### src/rtl/console_pkg.sv
// Shared definitions for the console write controller: control codes, FSM states, default widths.
// Latency: n/a (definitions only).
// Backpressure: n/a.
// Optional feature macro: CONSOLE_FF_CLEAR_EN (adds the CLEAR state).
package console_pkg;

    localparam int CONSOLE_ADDR_W = 16;

    localparam logic [7:0] CHR_BS  = 8'h08;
    localparam logic [7:0] CHR_TAB = 8'h09;
    localparam logic [7:0] CHR_LF  = 8'h0A;
    localparam logic [7:0] CHR_FF  = 8'h0C;
    localparam logic [7:0] CHR_CR  = 8'h0D;

`ifdef CONSOLE_FF_CLEAR_EN
    typedef enum logic [0:0] {
        ST_RUN   = 1'b0,
        ST_CLEAR = 1'b1
    } state_t;
`else
    typedef enum logic [0:0] {
        ST_RUN = 1'b0
    } state_t;
`endif

endpackage

### src/rtl/console_write_ctrl_if.sv
// Byte-stream input and RAM port-B write bundle for the console write controller.
// Latency: n/a (wiring only).
// Backpressure: data_ready from the controller throttles data_valid from the producer.
// Ports: data/data_valid/data_ready (stream), ram_ena/ram_wena/ram_addr/ram_wdata (RAM port B).
interface console_write_ctrl_if #(
    parameter int ADDR_W = console_pkg::CONSOLE_ADDR_W
);
    logic [7:0]        data;
    logic              data_valid;
    logic              data_ready;
    logic              ram_ena;
    logic              ram_wena;
    logic [ADDR_W-1:0] ram_addr;
    logic [7:0]        ram_wdata;

    // Controller side: consumes bytes, drives the RAM port.
    modport slave (
        input  data, data_valid,
        output data_ready, ram_ena, ram_wena, ram_addr, ram_wdata
    );

    // Producer / RAM side.
    modport master (
        output data, data_valid,
        input  data_ready, ram_ena, ram_wena, ram_addr, ram_wdata
    );
endinterface

### src/rtl/console_write_ctrl_cursor.sv
// Next-cursor decode for one byte: printable advance with wrap, CR/LF/BS/TAB moves, FF untouched.
// Latency: combinational.
// Backpressure: none; caller applies the result only on a transfer.
// Ports: row_i/col_i (already inside the limits), chr_i, rows_i/cols_i (effective limits, >=1),
//        row_o/col_o next cursor, printable_o set when the byte must be written to RAM.
module console_cursor
    import console_pkg::*;
#(
    parameter int TAB_STOP = 8
) (
    input  logic [7:0] row_i,
    input  logic [7:0] col_i,
    input  logic [7:0] chr_i,
    input  logic [7:0] rows_i,
    input  logic [7:0] cols_i,
    output logic [7:0] row_o,
    output logic [7:0] col_o,
    output logic       printable_o
);

    // TAB_STOP is a power of two, so rounding down is a mask and the next stop is one step on.
    localparam logic [8:0] TAB_STEP = 9'(TAB_STOP);
    localparam logic [8:0] TAB_MASK = ~(TAB_STEP - 9'd1);

    logic [7:0] row_inc;
    logic [8:0] tab_col;

    always_comb begin
        row_inc     = (row_i == rows_i - 8'd1) ? 8'd0 : row_i + 8'd1;
        // Computed one bit wider so a stop past column 255 still compares as out of range.
        tab_col     = ({1'b0, col_i} & TAB_MASK) + TAB_STEP;
        row_o       = row_i;
        col_o       = col_i;
        printable_o = 1'b0;
        case (chr_i)
            CHR_CR: col_o = 8'd0;
            CHR_LF: begin
                row_o = row_inc;
                col_o = 8'd0;
            end
            CHR_BS: begin
                if (col_i != 8'd0) col_o = col_i - 8'd1;
            end
            CHR_TAB: begin
                if (tab_col >= {1'b0, cols_i}) begin
                    row_o = row_inc;
                    col_o = 8'd0;
                end else begin
                    col_o = tab_col[7:0];
                end
            end
            CHR_FF: begin
                // Screen clear is handled by the top level; the cursor decode leaves it alone.
            end
            default: begin
                printable_o = 1'b1;
                if (col_i == cols_i - 8'd1) begin
                    col_o = 8'd0;
                    row_o = row_inc;
                end else begin
                    col_o = col_i + 8'd1;
                end
            end
        endcase
    end

endmodule

### src/rtl/console_write_ctrl.sv
// Console write controller: byte stream in, one RAM write per printable byte at row*C+col.
// Latency: one cycle from transfer to RAM strobe and cursor update; full-rate back-to-back.
// Backpressure: data_ready is always high except during a screen clear (CONSOLE_FF_CLEAR_EN).
// Ports: CLK_DATA, reset_n (async active-low), max_rows/max_columns (0 means 1), bus (slave:
//        stream + RAM port B), cursor_row/cursor_col, busy (high while clearing).
module console_write_ctrl
    import console_pkg::*;
#(
    parameter int         ADDR_W     = CONSOLE_ADDR_W,
    parameter int         TAB_STOP   = 8,
    parameter logic [7:0] BLANK_CHAR = 8'h20
) (
    input  logic                 CLK_DATA,
    input  logic                 reset_n,
    input  logic [7:0]           max_rows,
    input  logic [7:0]           max_columns,
    console_write_ctrl_if.slave  bus,
    output logic [7:0]           cursor_row,
    output logic [7:0]           cursor_col,
    output logic                 busy
);

    logic [7:0]        row_q, row_d, col_q, col_d;
    logic              ram_ena_q, ram_ena_d;
    logic [ADDR_W-1:0] ram_addr_q, ram_addr_d;
    logic [7:0]        ram_wdata_q, ram_wdata_d;

    logic [7:0]  rows_eff, cols_eff, row_in, col_in;
    logic [7:0]  nxt_row, nxt_col;
    logic        is_printable;
    logic        data_ready;
    logic        xfer;
    logic [15:0] lin_addr;

`ifdef CONSOLE_FF_CLEAR_EN
    state_t      state_q, state_d;
    logic [15:0] cnt_q, cnt_d;      // index of the blank write currently on the RAM port
    logic [15:0] total_q, total_d;  // R*C latched when the clear starts
`endif

    // Limits of zero behave as one; an out-of-range coordinate (limits shrank) restarts at 0.
    assign rows_eff = (max_rows    == 8'd0) ? 8'd1 : max_rows;
    assign cols_eff = (max_columns == 8'd0) ? 8'd1 : max_columns;
    assign row_in   = (row_q >= rows_eff) ? 8'd0 : row_q;
    assign col_in   = (col_q >= cols_eff) ? 8'd0 : col_q;
    assign lin_addr = ({8'd0, row_in} * {8'd0, cols_eff}) + {8'd0, col_in};

`ifdef CONSOLE_FF_CLEAR_EN
    assign data_ready = (state_q != ST_CLEAR);
    assign busy       = (state_q == ST_CLEAR);
`else
    assign data_ready = 1'b1;
    assign busy       = 1'b0;
    logic unused_blank;
    assign unused_blank = ^BLANK_CHAR;
`endif

    assign xfer = bus.data_valid && data_ready;

    console_cursor #(
        .TAB_STOP(TAB_STOP)
    ) u_cursor (
        .row_i      (row_in),
        .col_i      (col_in),
        .chr_i      (bus.data),
        .rows_i     (rows_eff),
        .cols_i     (cols_eff),
        .row_o      (nxt_row),
        .col_o      (nxt_col),
        .printable_o(is_printable)
    );

    always_comb begin
        row_d       = row_q;
        col_d       = col_q;
        ram_ena_d   = 1'b0;
        ram_addr_d  = ram_addr_q;
        ram_wdata_d = ram_wdata_q;
`ifdef CONSOLE_FF_CLEAR_EN
        state_d     = state_q;
        cnt_d       = cnt_q;
        total_d     = total_q;
        if (state_q == ST_CLEAR) begin
            if (cnt_q == total_q - 16'd1) begin
                // Last blank is on the port this cycle; resume with the cursor home.
                state_d = ST_RUN;
                row_d   = 8'd0;
                col_d   = 8'd0;
            end else begin
                cnt_d       = cnt_q + 16'd1;
                ram_ena_d   = 1'b1;
                ram_addr_d  = ADDR_W'(cnt_q + 16'd1);
                ram_wdata_d = BLANK_CHAR;
            end
        end else if (xfer && (bus.data == CHR_FF)) begin
            // The first blank (address 0) is issued with the entry itself, so the clear
            // occupies exactly R*C cycles of write strobes.
            state_d     = ST_CLEAR;
            cnt_d       = 16'd0;
            total_d     = {8'd0, rows_eff} * {8'd0, cols_eff};
            ram_ena_d   = 1'b1;
            ram_addr_d  = '0;
            ram_wdata_d = BLANK_CHAR;
        end else
`endif
        if (xfer) begin
            row_d = nxt_row;
            col_d = nxt_col;
            if (is_printable) begin
                ram_ena_d   = 1'b1;
                ram_addr_d  = ADDR_W'(lin_addr);
                ram_wdata_d = bus.data;
            end
        end
    end

    always_ff @(posedge CLK_DATA or negedge reset_n) begin
        if (!reset_n) begin
            row_q       <= 8'd0;
            col_q       <= 8'd0;
            ram_ena_q   <= 1'b0;
            ram_addr_q  <= '0;
            ram_wdata_q <= 8'd0;
`ifdef CONSOLE_FF_CLEAR_EN
            state_q     <= ST_RUN;
            cnt_q       <= 16'd0;
            total_q     <= 16'd0;
`endif
        end else begin
            row_q       <= row_d;
            col_q       <= col_d;
            ram_ena_q   <= ram_ena_d;
            ram_addr_q  <= ram_addr_d;
            ram_wdata_q <= ram_wdata_d;
`ifdef CONSOLE_FF_CLEAR_EN
            state_q     <= state_d;
            cnt_q       <= cnt_d;
            total_q     <= total_d;
`endif
        end
    end

    assign bus.data_ready = data_ready;
    assign bus.ram_ena    = ram_ena_q;
    assign bus.ram_wena   = ram_ena_q;
    assign bus.ram_addr   = ram_addr_q;
    assign bus.ram_wdata  = ram_wdata_q;
    assign cursor_row     = row_q;
    assign cursor_col     = col_q;

endmodule
### src/flat_wrapper.sv
// flat-port wrapper written by rule: the top's interface ports become plain ports
module console_write_ctrl_flat import console_pkg::*;
#(
    parameter int         ADDR_W     = CONSOLE_ADDR_W,
    parameter int         TAB_STOP   = 8,
    parameter logic [7:0] BLANK_CHAR = 8'h20
)
  (CLK_DATA, reset_n, max_rows, max_columns, cursor_row, cursor_col, busy, bus_data, bus_data_valid, bus_data_ready, bus_ram_ena, bus_ram_wena, bus_ram_addr, bus_ram_wdata);
  console_write_ctrl_if #(.ADDR_W(ADDR_W)) bus_i ();
  input  logic CLK_DATA;
  input  logic reset_n;
  input  logic [7:0] max_rows;
  input  logic [7:0] max_columns;
  output logic [7:0] cursor_row;
  output logic [7:0] cursor_col;
  output logic busy;
  input wire logic [$bits(bus_i.data)-1:0] bus_data;
  input wire logic [$bits(bus_i.data_valid)-1:0] bus_data_valid;
  output wire logic [$bits(bus_i.data_ready)-1:0] bus_data_ready;
  output wire logic [$bits(bus_i.ram_ena)-1:0] bus_ram_ena;
  output wire logic [$bits(bus_i.ram_wena)-1:0] bus_ram_wena;
  output wire logic [$bits(bus_i.ram_addr)-1:0] bus_ram_addr;
  output wire logic [$bits(bus_i.ram_wdata)-1:0] bus_ram_wdata;
  assign bus_i.data = bus_data;
  assign bus_i.data_valid = bus_data_valid;
  assign bus_data_ready = bus_i.data_ready;
  assign bus_ram_ena = bus_i.ram_ena;
  assign bus_ram_wena = bus_i.ram_wena;
  assign bus_ram_addr = bus_i.ram_addr;
  assign bus_ram_wdata = bus_i.ram_wdata;
  console_write_ctrl #(.ADDR_W(ADDR_W), .TAB_STOP(TAB_STOP), .BLANK_CHAR(BLANK_CHAR)) u_core (.CLK_DATA(CLK_DATA), .reset_n(reset_n), .max_rows(max_rows), .max_columns(max_columns), .bus(bus_i), .cursor_row(cursor_row), .cursor_col(cursor_col), .busy(busy));
endmodule
### config.mk
export PLATFORM = sky130hd
export DESIGN_NAME = console_write_ctrl_flat
export DESIGN_NICKNAME = d
export VERILOG_FILES = /design/src/rtl/console_pkg.sv /design/src/rtl/console_write_ctrl_if.sv /design/src/rtl/console_write_ctrl_cursor.sv /design/src/rtl/console_write_ctrl.sv /design/src/flat_wrapper.sv
export SDC_FILE = /design/constraint.sdc
export NUM_CORES = 1
export LEC_CHECK = 0
export CAP_MARGIN = 30
export CORE_MARGIN = 5
export CORE_UTILIZATION = 55
export CTS_CLUSTER_SIZE = 20
export DETAILED_ROUTE_END_ITERATION = 10
export HOLD_SLACK_MARGIN = 0.12
export PLACE_DENSITY = 0.79
export SYNTH_ARGS = -nofsm -noshare
export SYNTH_HDL_FRONTEND = slang
export SYNTH_SLANG_ARGS = --single-unit
### constraint.sdc
create_clock -name CLK_DATA -period 8.1 [get_ports CLK_DATA]
set_input_delay 0.81 -clock CLK_DATA [delete_from_list [all_inputs] [get_ports CLK_DATA]]
set_output_delay 0.81 -clock CLK_DATA [all_outputs]
set_load 0.02 [all_outputs]
==> results of run 1 <==
-- final cells by class --
type / count / share of cell area
clock buffer: 6 / 0.0105
sequential: 41 / 0.148
tap: 140 / 0.0253
timing repair buffer: 84 / 0.119
clock inverter: 2 / 0.00560
multi-input combinational: 567 / 0.642
inverter: 91 / 0.0493
-- layer usage --
layer | wire length (µm) | global-route usage | vias up
met5 | 0 | 0 | -
met4 | 638 | 0.120 | 0
met1 | 6680 | 0.339 | 2774
met2 | 8180 | 0.450 | 275
met3 | 1280 | 0.0370 | 54
li1 | - | - | 2648
-- power by group through the flow --
| stage | sequential (mW) | combinational, mW | clock [mW] |
|---|---|---|---|
| after floorplan | 0.374 | 0.738 | 0 |
| after global placement | 0.344 | 1.07 | 0 |
| after detailed placement | 0.346 | 1.10 | 0 |
| after CTS | 0.342 | 1.11 | 0.177 |
| after global routing | 0.355 | 1.24 | 0.187 |
| final | 0.346 | 1.10 | 0.175 |
-- Yosys cell counts, types with 4 or more instances --
cell	number
xnor2_1	19
buf_6	5
nor3_1	26
clkbuf_1	18
or3_1	6
a31oi_1	4
dfrtp_1	41
and3_1	20
and2_1	9
nand3_1	25
o211ai_1	8
nor2_1	59
or2_2	5
inv_1	88
nand2b_1	7
nand3b_1	4
o21ai_0	36
nand2_1	73
a21o_1	17
mux2_2	14
xor2_1	11
a21oi_1	24
o21a_1	4
o22ai_1	9
buf_4	5
nand4_1	5
fa_1	44
o31ai_1	5
ha_1	66
nor3b_1	5
nor4_1	5
-- worst max-delay path, cell delays in order --
cell and delay (ps):
clkdlybuf4s50_1 490, nor4_1 430, a41oi_1 260, inv_1 180, ha_1 250, nor2b_1 140
o21a_1 230, o311a_1 590, nand2_1 160, fa_1 520, inv_1 60, fa_1 460
ha_1 290, inv_1 50, fa_1 530, inv_1 70, fa_1 450, a21o_1 170
a21o_1 200, a21o_1 180, a21o_1 190, a21o_1 190, a41o_1 250, o41a_1 330
xnor2_1 180, o21ai_0 90
-- stage by stage --
step           instance area (µm²)  hold WS (ps)  worst slack (ps)
3_5_place_dp                  6800           474               268
6_report                      6930           283               545
4_1_cts                       6910           495               605
5_1_grt                       6930           278               203
3_3_place_gp                  6770           459               448
2_1_floorplan                 5980           514               987
-- final timing paths --
kind / from / end / slack, ps
worst max-delay path: max_rows[3] / u_core.bus.ram_addr[15] / 550
worst min-delay path: reset_n / u_core.cursor_col[3] / 280
worst max register to register: u_core.cursor_row[2] / u_core.bus.ram_addr[15] / 1330
worst min register to register: u_core.bus.ram_addr[12] / u_core.bus.ram_addr[12] / 490
max in group asynchronous: reset_n / u_core.bus.ram_addr[0] / 7390
min in group CLK_DATA: u_core.bus.ram_addr[12] / u_core.bus.ram_addr[12] / 490
-- cells in the final DEF (no fill, tap or decap), types with 17 or more instances in the layout --
master and instances:
a21o_1 17, dfrtp_1 41, clkdlybuf4s50_1 67, xnor2_1 19, nand2_1 73, ha_1 66
a21oi_1 24, nand3_1 25, fa_1 44, nor2_1 59, inv_1 88, nor3_1 26
and3_1 20, o21ai_0 36
-- registers in the layout (all words and copies together), names as in the netlist --
| register | flops |
|---|---|
| u_core.cursor_row | 8 |
| u_core.cursor_col | 8 |
| u_core.bus.ram_addr | 16 |
| u_core.bus.ram_wdata | 8 |
| u_core.bus.ram_ena | 1 |
-- cell families after synthesis --
| logic type | count (synthesis) | share of synthesized area |
|---|---|---|
| and+or+nand+nor | 264 | 0.220 |
| AOI/OAI and AO/OA | 145 | 0.164 |
| buffers and inverters | 119 | 0.0841 |
| adders and majority gates | 110 | 0.285 |
| DFF | 41 | 0.172 |
| xor gates and xnor gates | 30 | 0.0440 |
| muxes | 16 | 0.0297 |
| other | 2 | 0.00126 |
==> results.ini, run 1 <==
[global_route]
grt.total_usage = 0.266
first_global_vias = 5876
gr-total-overflow = 0
grt_max_degree = 42
grt_pass1_wl_um = 28100
antenna_found_initial = 0

[yosys]
async_flop_share = 1.00
ys.flop_type = dfrtp_1
synth-seq-cells = 41
yosysTopAreaCellShare = 0.172
netlist_instances = 727
synth.distinct_cells = 69
yosys_warnings = 0
synth.avg_cell_area_um2 = 8.22
netlist_area_mm2 = 0.00598
synth_edf_count = 0
yosys-top-cells-area = dfrtp_1, fa_1, ha_1
yosysTopAreaCell = dfrtp_1
synth_nets = 864
ys_seq_area_frac = 0.172

[cts]
insertion_delay_ps = 310
cts.path.max_buffers = 2
cts_max_level = 2
cts_buffers = 5
ctsResizeCount = 0
path_clk_slew_ps = 100
cts_setup_buffers = 0
cts.sinks = 41
cts_hold_buf = 0
cts_tree = done
clockRootBuffer = clkbuf_8

[floorplan]
die_area_mm2 = 0.0131
core-area_mm2 = 0.0107
start_util = 0.556
io_pins = 71
num_rows = 38
die_h_um = 114
die_w_um = 114

[timing]
layout_min_cycle_time_ps = 7550
worstMarginPinSlew_ps = 895
rsz0062_at_grt = no
finalHoldViolCount = 0
setup_violations = 0
fmax_mhz = 132
finClkSkew_ps = 15.8
slew_headroom = 0.399
finalSetupTns_ps = 0
post-route-period-util = 0.933
drv_slew = 0

[cells_and_area]
drive_gt1_frac = 0.0657
finalNonFillerCells = 931
finalNetCount = 927
regArea_mm2 = 0.00103
multiInputGateArea_mm2 = 0.00445
fillers = 950
antenna_cells_inserted = 0
postLayoutCoreUtil = 0.645
area_delta_synth_final_pct = 15.9

[power_and_ir_drop]
leakagePower_nw = 3.33
power.internal_uw = 838
clockPowerShare = 0.108
p_total_mw = 1.63
p_sw_frac = 0.485
p_sw_uw = 789
power_frac_seq = 0.213
worst_ir_drop_vdd_uv = 127
p_comb_frac = 0.679
p_per_area_mw_per_mm2 = 235

[setup_path]
cp_max_fo = 14
critPathRequiredTime_ps = 8300
crit_path_end_kind = flip-flop
critPathKind = in -> reg
worst_ep_arrival_time_ps = 7750
cp-start-kind = input pin
reg2reg_depth = 22

[placed_design]
io_buffer_count = 68
dp.cells = 922
finalWeightedCongestion = 0.950
dp_hpwl_um = 13600

[routing]
routed_via_density = 6.18
wirelength_um = 16800
post_drt_wl_per_cell_um = 18.0
drtIter0Drc = 414
drt_pass1_iterations = 5
drtAntennaViolNets = 0
drc = 0
dr_total_vias = 5751

[status]
status = finished clean

[run]
cap_violations = 0

[hold_path]
hp-class = in -> async

Power figures use the tool's default switching activity.
==> run 2, diff against run 1 <==
CORE_MARGIN = 2   (was 5)
CORE_UTILIZATION = 58   (was 55)
PLACE_DENSITY = 0.82   (was 0.79)
==> results.ini, run 2 (same netlist as run 1, synthesis figures left out) <==
[cts]
ctsResizeCount = 0  ; unchanged
cts.sinks = 41  ; unchanged
path_clk_slew_ps = 90  ; about the same
cts_buffers = 5  ; unchanged
cts_hold_buf = 0  ; unchanged
cts_setup_buffers = 0  ; unchanged
clockRootBuffer = clkbuf_8
cts_max_level = 2  ; unchanged
cts_tree = done
cts.path.max_buffers = 2  ; unchanged
insertion_delay_ps = 310  ; about the same

[timing]
drv_slew = 0  ; unchanged
slew_headroom = 0.478  ; +0.0792
setup_violations = 0  ; unchanged
finalHoldViolCount = 0  ; unchanged
layout_min_cycle_time_ps = 7570  ; +16.9 ps
rsz0062_at_grt = no
fmax_mhz = 132  ; -0.22%
worstMarginPinSlew_ps = 780  ; -115 ps
post-route-period-util = 0.935  ; +0.00209
setup_slack_ps = 529  ; -16.9 ps
finalSetupTns_ps = 0  ; unchanged
finClkSkew_ps = 8.50  ; -7.25 ps

[floorplan]
die_area_mm2 = 0.0111  ; -15%
core-area_mm2 = 0.0102  ; -5.2%
num_rows = 37  ; -2.6%
io_pins = 71  ; unchanged
start_util = 0.587  ; +0.0306
die_h_um = 106  ; -7.6%
die_w_um = 106  ; -7.6%

[power_and_ir_drop]
worst_ir_drop_vdd_uv = 284  ; +120%
leakagePower_nw = 3.33  ; -0.17%
power_frac_seq = 0.211  ; -0.002
p_per_area_mw_per_mm2 = 234  ; -0.16%
clockPowerShare = 0.088  ; -0.020
p_comb_frac = 0.701  ; +0.022
p_sw_frac = 0.501  ; +0.0159
power.internal_uw = 808  ; -3.5%
p_sw_uw = 811  ; +2.8%

[cells_and_area]
layout_common_cells = inv_1, nand2_1, clkdlybuf4s50_1
finalNetCount = 931  ; +0.43%
area_delta_synth_final_pct = 15.6
largest_register_ffs = 16  ; unchanged
mostFrequentLayoutCell = inv_1
fillers = 868  ; -8.6%
antenna_cells_inserted = 0  ; unchanged
regArea_mm2 = 0.00103  ; unchanged
drive_gt1_frac = 0.0704  ; +0.00470
multiInputGateArea_mm2 = 0.00445  ; unchanged

[routing]
drc = 0  ; unchanged
routed_via_density = 6.26  ; +1.4%
wirelength_um = 17200  ; +2.3%
drt_pass1_iterations = 7  ; +2
drtAntennaViolNets = 0  ; unchanged
post_drt_wl_per_cell_um = 18.4  ; +2.3%
drtIter0Drc = 491  ; +19%
dr_total_vias = 5830  ; +1.4%

[global_route]
first_global_vias = 5777  ; -1.7%
antenna_found_initial = 0  ; unchanged
grt.total_usage = 0.323  ; +0.0570
gr-total-overflow = 0  ; unchanged
grt_pass1_wl_um = 28700  ; +2.1%
grt_max_degree = 37  ; -12%

[setup_path]
cp-start-kind = input pin
crit_path_end_kind = flip-flop
worst_ep_arrival_time_ps = 7750  ; about the same
critPathKind = in -> reg
cp_max_fo = 14  ; unchanged
critPathRequiredTime_ps = 8280  ; -20 ps
reg2reg_depth = 22  ; unchanged

[placed_design]
io_buffer_count = 68  ; unchanged
dp_hpwl_um = 13400  ; -1.7%
dp_slack_ps = 263  ; -4.88 ps
finalWeightedCongestion = 0.991  ; +4.3%

[status]
status = finished clean

[run]
cap_violations = 0  ; unchanged

[hold_path]
hp-class = in -> async

==> run 2: cell types whose count changed in the layout (fill, tap and decap cells not counted), sizes merged <==
cell,delta
buf,+4
clkinvlp,+2
bufinv,-1
clkinv,-1
==> run 2: layer usage <==
metal | GRT usage | up-vias | share of wire
met4 | 0.148 | 0 | 0.044
met5 | 0 | - | 0
met1 | 0.429 | 2757 | 0.40
li1 | - | 2656 | -
met3 | 0.0563 | 64 | 0.089
met2 | 0.517 | 353 | 0.47
==> run 2: stage by stage <==
stage | total power, mW | std cells | util | hold WS, ps | cell area, µm²
after floorplan | 1.11 | 727 | - | 514 | 5980
after global placement | 1.41 | 922 | 0.668 | 461 | 6810
after detailed placement | 1.45 | 923 | 0.670 | 474 | 6830
after CTS | 1.62 | 931 | 0.679 | 419 | 6910
after global routing | 1.78 | 931 | 0.679 | 433 | 6910
final | 1.62 | 931 | 0.679 | 427 | 6910
==> run 2: power groups by stage <==
stage | logic, mW | registers [mW] | clock network, mW
after floorplan | 0.738 | 0.374 | 0
after global placement | 1.08 | 0.339 | 0
after detailed placement | 1.10 | 0.341 | 0
after CTS | 1.13 | 0.338 | 0.149
after global routing | 1.28 | 0.351 | 0.155
final | 1.13 | 0.341 | 0.143
==> run 2: cell type report <==
| class | instances | area share |
|---|---|---|
| Clock inverter | 2 | 0.00217 |
| Tap cell | 136 | 0.0246 |
| Sequential cell | 41 | 0.148 |
| Timing Repair Buffer | 88 | 0.121 |
| Multi-Input combinational cell | 567 | 0.644 |
| Inverter | 91 | 0.0494 |
| Clock buffer | 6 | 0.0105 |
==> run 2: worst paths after layout <==
kind,startpoint,to,slack (ps)
max,max_rows[5],u_core.bus.ram_addr[15],530
min,reset_n,u_core.cursor_row[0],430
max reg2reg,u_core.cursor_row[2],u_core.bus.ram_addr[15],1430
min reg2reg,u_core.bus.ram_addr[11],u_core.bus.ram_addr[11],490
max in group asynchronous,reset_n,u_core.bus.ram_addr[6],7170
min in group CLK_DATA,u_core.bus.ram_addr[11],u_core.bus.ram_addr[11],490
==> run 2: critical path: stages <==
cell             delay [ps]
clkdlybuf4s50_1         500
nor4_1                  410
a41oi_1                 270
inv_1                   160
ha_1                    240
nor2b_1                 150
o21a_1                  230
o311a_1                 570
nand2_1                 160
fa_1                    530
inv_1                    60
fa_1                    460
ha_1                    300
inv_1                    50
fa_1                    530
inv_1                    70
fa_1                    460
a21o_1                  190
a21o_1                  200
a21o_1                  190
a21o_1                  200
a21o_1                  210
a41o_1                  260
o41a_1                  330
xnor2_1                 140
o21ai_0                  80
==> run 3, diff against run 2 <==
CORE_UTILIZATION = 59   (was 58)
CTS_BUF_LIST = sky130_fd_sc_hd__clkbuf_4   (was default)
PLACE_DENSITY = 0.84   (was 0.82)
==> results.ini, run 3 (same netlist as run 1, synthesis figures left out) <==
[placed_design]
dp.cells = 925  ; +0.22%
finalWeightedCongestion = 0.968  ; -2.3%
dp_hpwl_um = 13700  ; +2.5%
io_buffer_count = 68  ; unchanged

[floorplan]
die_area_mm2 = 0.0110  ; -1.6%
io_pins = 71  ; unchanged
core-area_mm2 = 0.00982  ; -3.6%
die_h_um = 105  ; -0.82%
num_rows = 36  ; -2.7%
die_w_um = 105  ; -0.82%
start_util = 0.609  ; +0.0218

[global_route]
first_global_vias = 5809  ; +0.55%
gr-total-overflow = 0  ; unchanged
grt_pass1_wl_um = 28700  ; about the same
grt.total_usage = 0.327  ; +0.00334
grt_max_degree = 42  ; +14%
antenna_found_initial = 0  ; unchanged

[timing]
rsz0062_at_grt = no
finalSetupTns_ps = 0  ; unchanged
layout_min_cycle_time_ps = 7400  ; -170 ps
fmax_mhz = 135  ; +2.3%
finClkSkew_ps = 22.8  ; +14.3 ps
drv_slew = 0  ; unchanged
worstMarginPinSlew_ps = 945  ; +165 ps
whs_ps = 252  ; -176 ps
finalHoldViolCount = 0  ; unchanged
slew_headroom = 0.366  ; -0.112
setup_violations = 0  ; unchanged
post-route-period-util = 0.914  ; -0.0210

[cts]
cts_tree = done
cts_max_level = 2  ; unchanged
cts_setup_buffers = 0  ; unchanged
cts_buffers = 5  ; unchanged
insertion_delay_ps = 370  ; +60 ps
cts.path.max_buffers = 2  ; unchanged
clockRootBuffer = clkbuf_4
path_clk_slew_ps = 150  ; +60 ps
cts_hold_buf = 0  ; unchanged
cts.sinks = 41  ; unchanged
ctsResizeCount = 0  ; unchanged

[run]
cap_violations = 0  ; unchanged

[hold_path]
hp-class = in -> async

[setup_path]
worst_ep_arrival_time_ps = 7660  ; -90 ps
cp_max_fo = 7  ; -7
critPathRequiredTime_ps = 8360  ; +80 ps
reg2reg_slack_ps = 1460  ; +30 ps
critPathTopFamily = adder cells
path_buf_inv = 5  ; unchanged
critPathKind = in -> reg
crit_path_frequent_cell = a21o_1
critPathMaxStageDelay_ps = 540  ; -30 ps
cpMaxStageDelayCell = fa_1
crit_path_end_kind = flip-flop
cp-start-kind = input pin

[cells_and_area]
largest_register_ffs = 16  ; unchanged
regArea_mm2 = 0.00103  ; unchanged
finalNonFillerCells = 933  ; +0.21%
multiInputGateArea_mm2 = 0.00445  ; unchanged
drive_gt1_frac = 0.0775  ; +0.00706
fillers = 859  ; -1.0%
area_delta_synth_final_pct = 16.1
finalNetCount = 937  ; +0.64%
mostFrequentLayoutCell = inv_1
layout_common_cells = inv_1, nand2_1, clkdlybuf4s50_1
antenna_cells_inserted = 0  ; unchanged

[routing]
drtAntennaViolNets = 0  ; unchanged
drtIter0Drc = 514  ; +4.7%
drt_pass1_iterations = 7  ; unchanged
drc = 0  ; unchanged
routed_via_density = 6.24  ; -0.32%
post_drt_wl_per_cell_um = 18.7  ; +1.3%
dr_total_vias = 5824  ; -0.10%
wirelength_um = 17400  ; +1.5%

[power_and_ir_drop]
worst_ir_drop_vdd_uv = 255  ; -10%
leakagePower_nw = 3.36  ; +0.95%
p_total_mw = 1.64  ; +1.0%
p_per_area_mw_per_mm2 = 236  ; +0.65%

[status]
status = finished clean

==> run 3: changes by cell type in the layout (fill, tap and decap cells not counted), sizes merged <==
cell,before,now
buf,21,27
bufinv,0,1
clkbuf,6,5
clkinv,3,4
clkinvlp,2,0
==> run 3: worst paths after layout <==
kind | startpoint | end | cells past startpoint
min reg2reg | u_core.bus.ram_wdata[7] | u_core.bus.ram_wdata[7] | 2
max | max_rows[5] | u_core.bus.ram_addr[15] | 28
min in group CLK_DATA | u_core.bus.ram_wdata[7] | u_core.bus.ram_wdata[7] | 2
max in group asynchronous | reset_n | u_core.cursor_row[4] | 2
min | reset_n | u_core.bus.ram_addr[14] | 1
max reg2reg | u_core.cursor_row[5] | u_core.bus.ram_addr[15] | 24
==> run 3: report_power, final <==
group          switching [mW]  total [mW]  internal [mW]
clock network          0.0746       0.138         0.0629
registers              0.0847       0.346          0.261
logic                   0.655        1.15          0.498
==> run 3: stage by stage <==
step / utilization / worst slack [ps] / cell area, µm²
floorplan: - / 987 / 5980
global placement: 0.697 / 537 / 6850
detailed placement: 0.697 / 397 / 6850
CTS: 0.705 / 745 / 6920
global route: 0.707 / 324 / 6940
finish: 0.707 / 699 / 6940
==> run 3: routing by layer <==
metal | vias to the layer above | global-route usage | share of wire
met5 | - | 0 | 0
met4 | 0 | 0.148 | 0.053
met3 | 81 | 0.0655 | 0.093
met2 | 352 | 0.513 | 0.44
met1 | 2732 | 0.437 | 0.42
li1 | 2659 | - | -
==> run 3: cell type report <==
type                    count  share of cell area
clock buffers               5             0.00541
clock inverters             2             0.00505
inverters                  91              0.0492
multi-input cells         567               0.641
flip-flops and latches     41               0.148
well taps                 133              0.0240
repair buffers             94               0.127
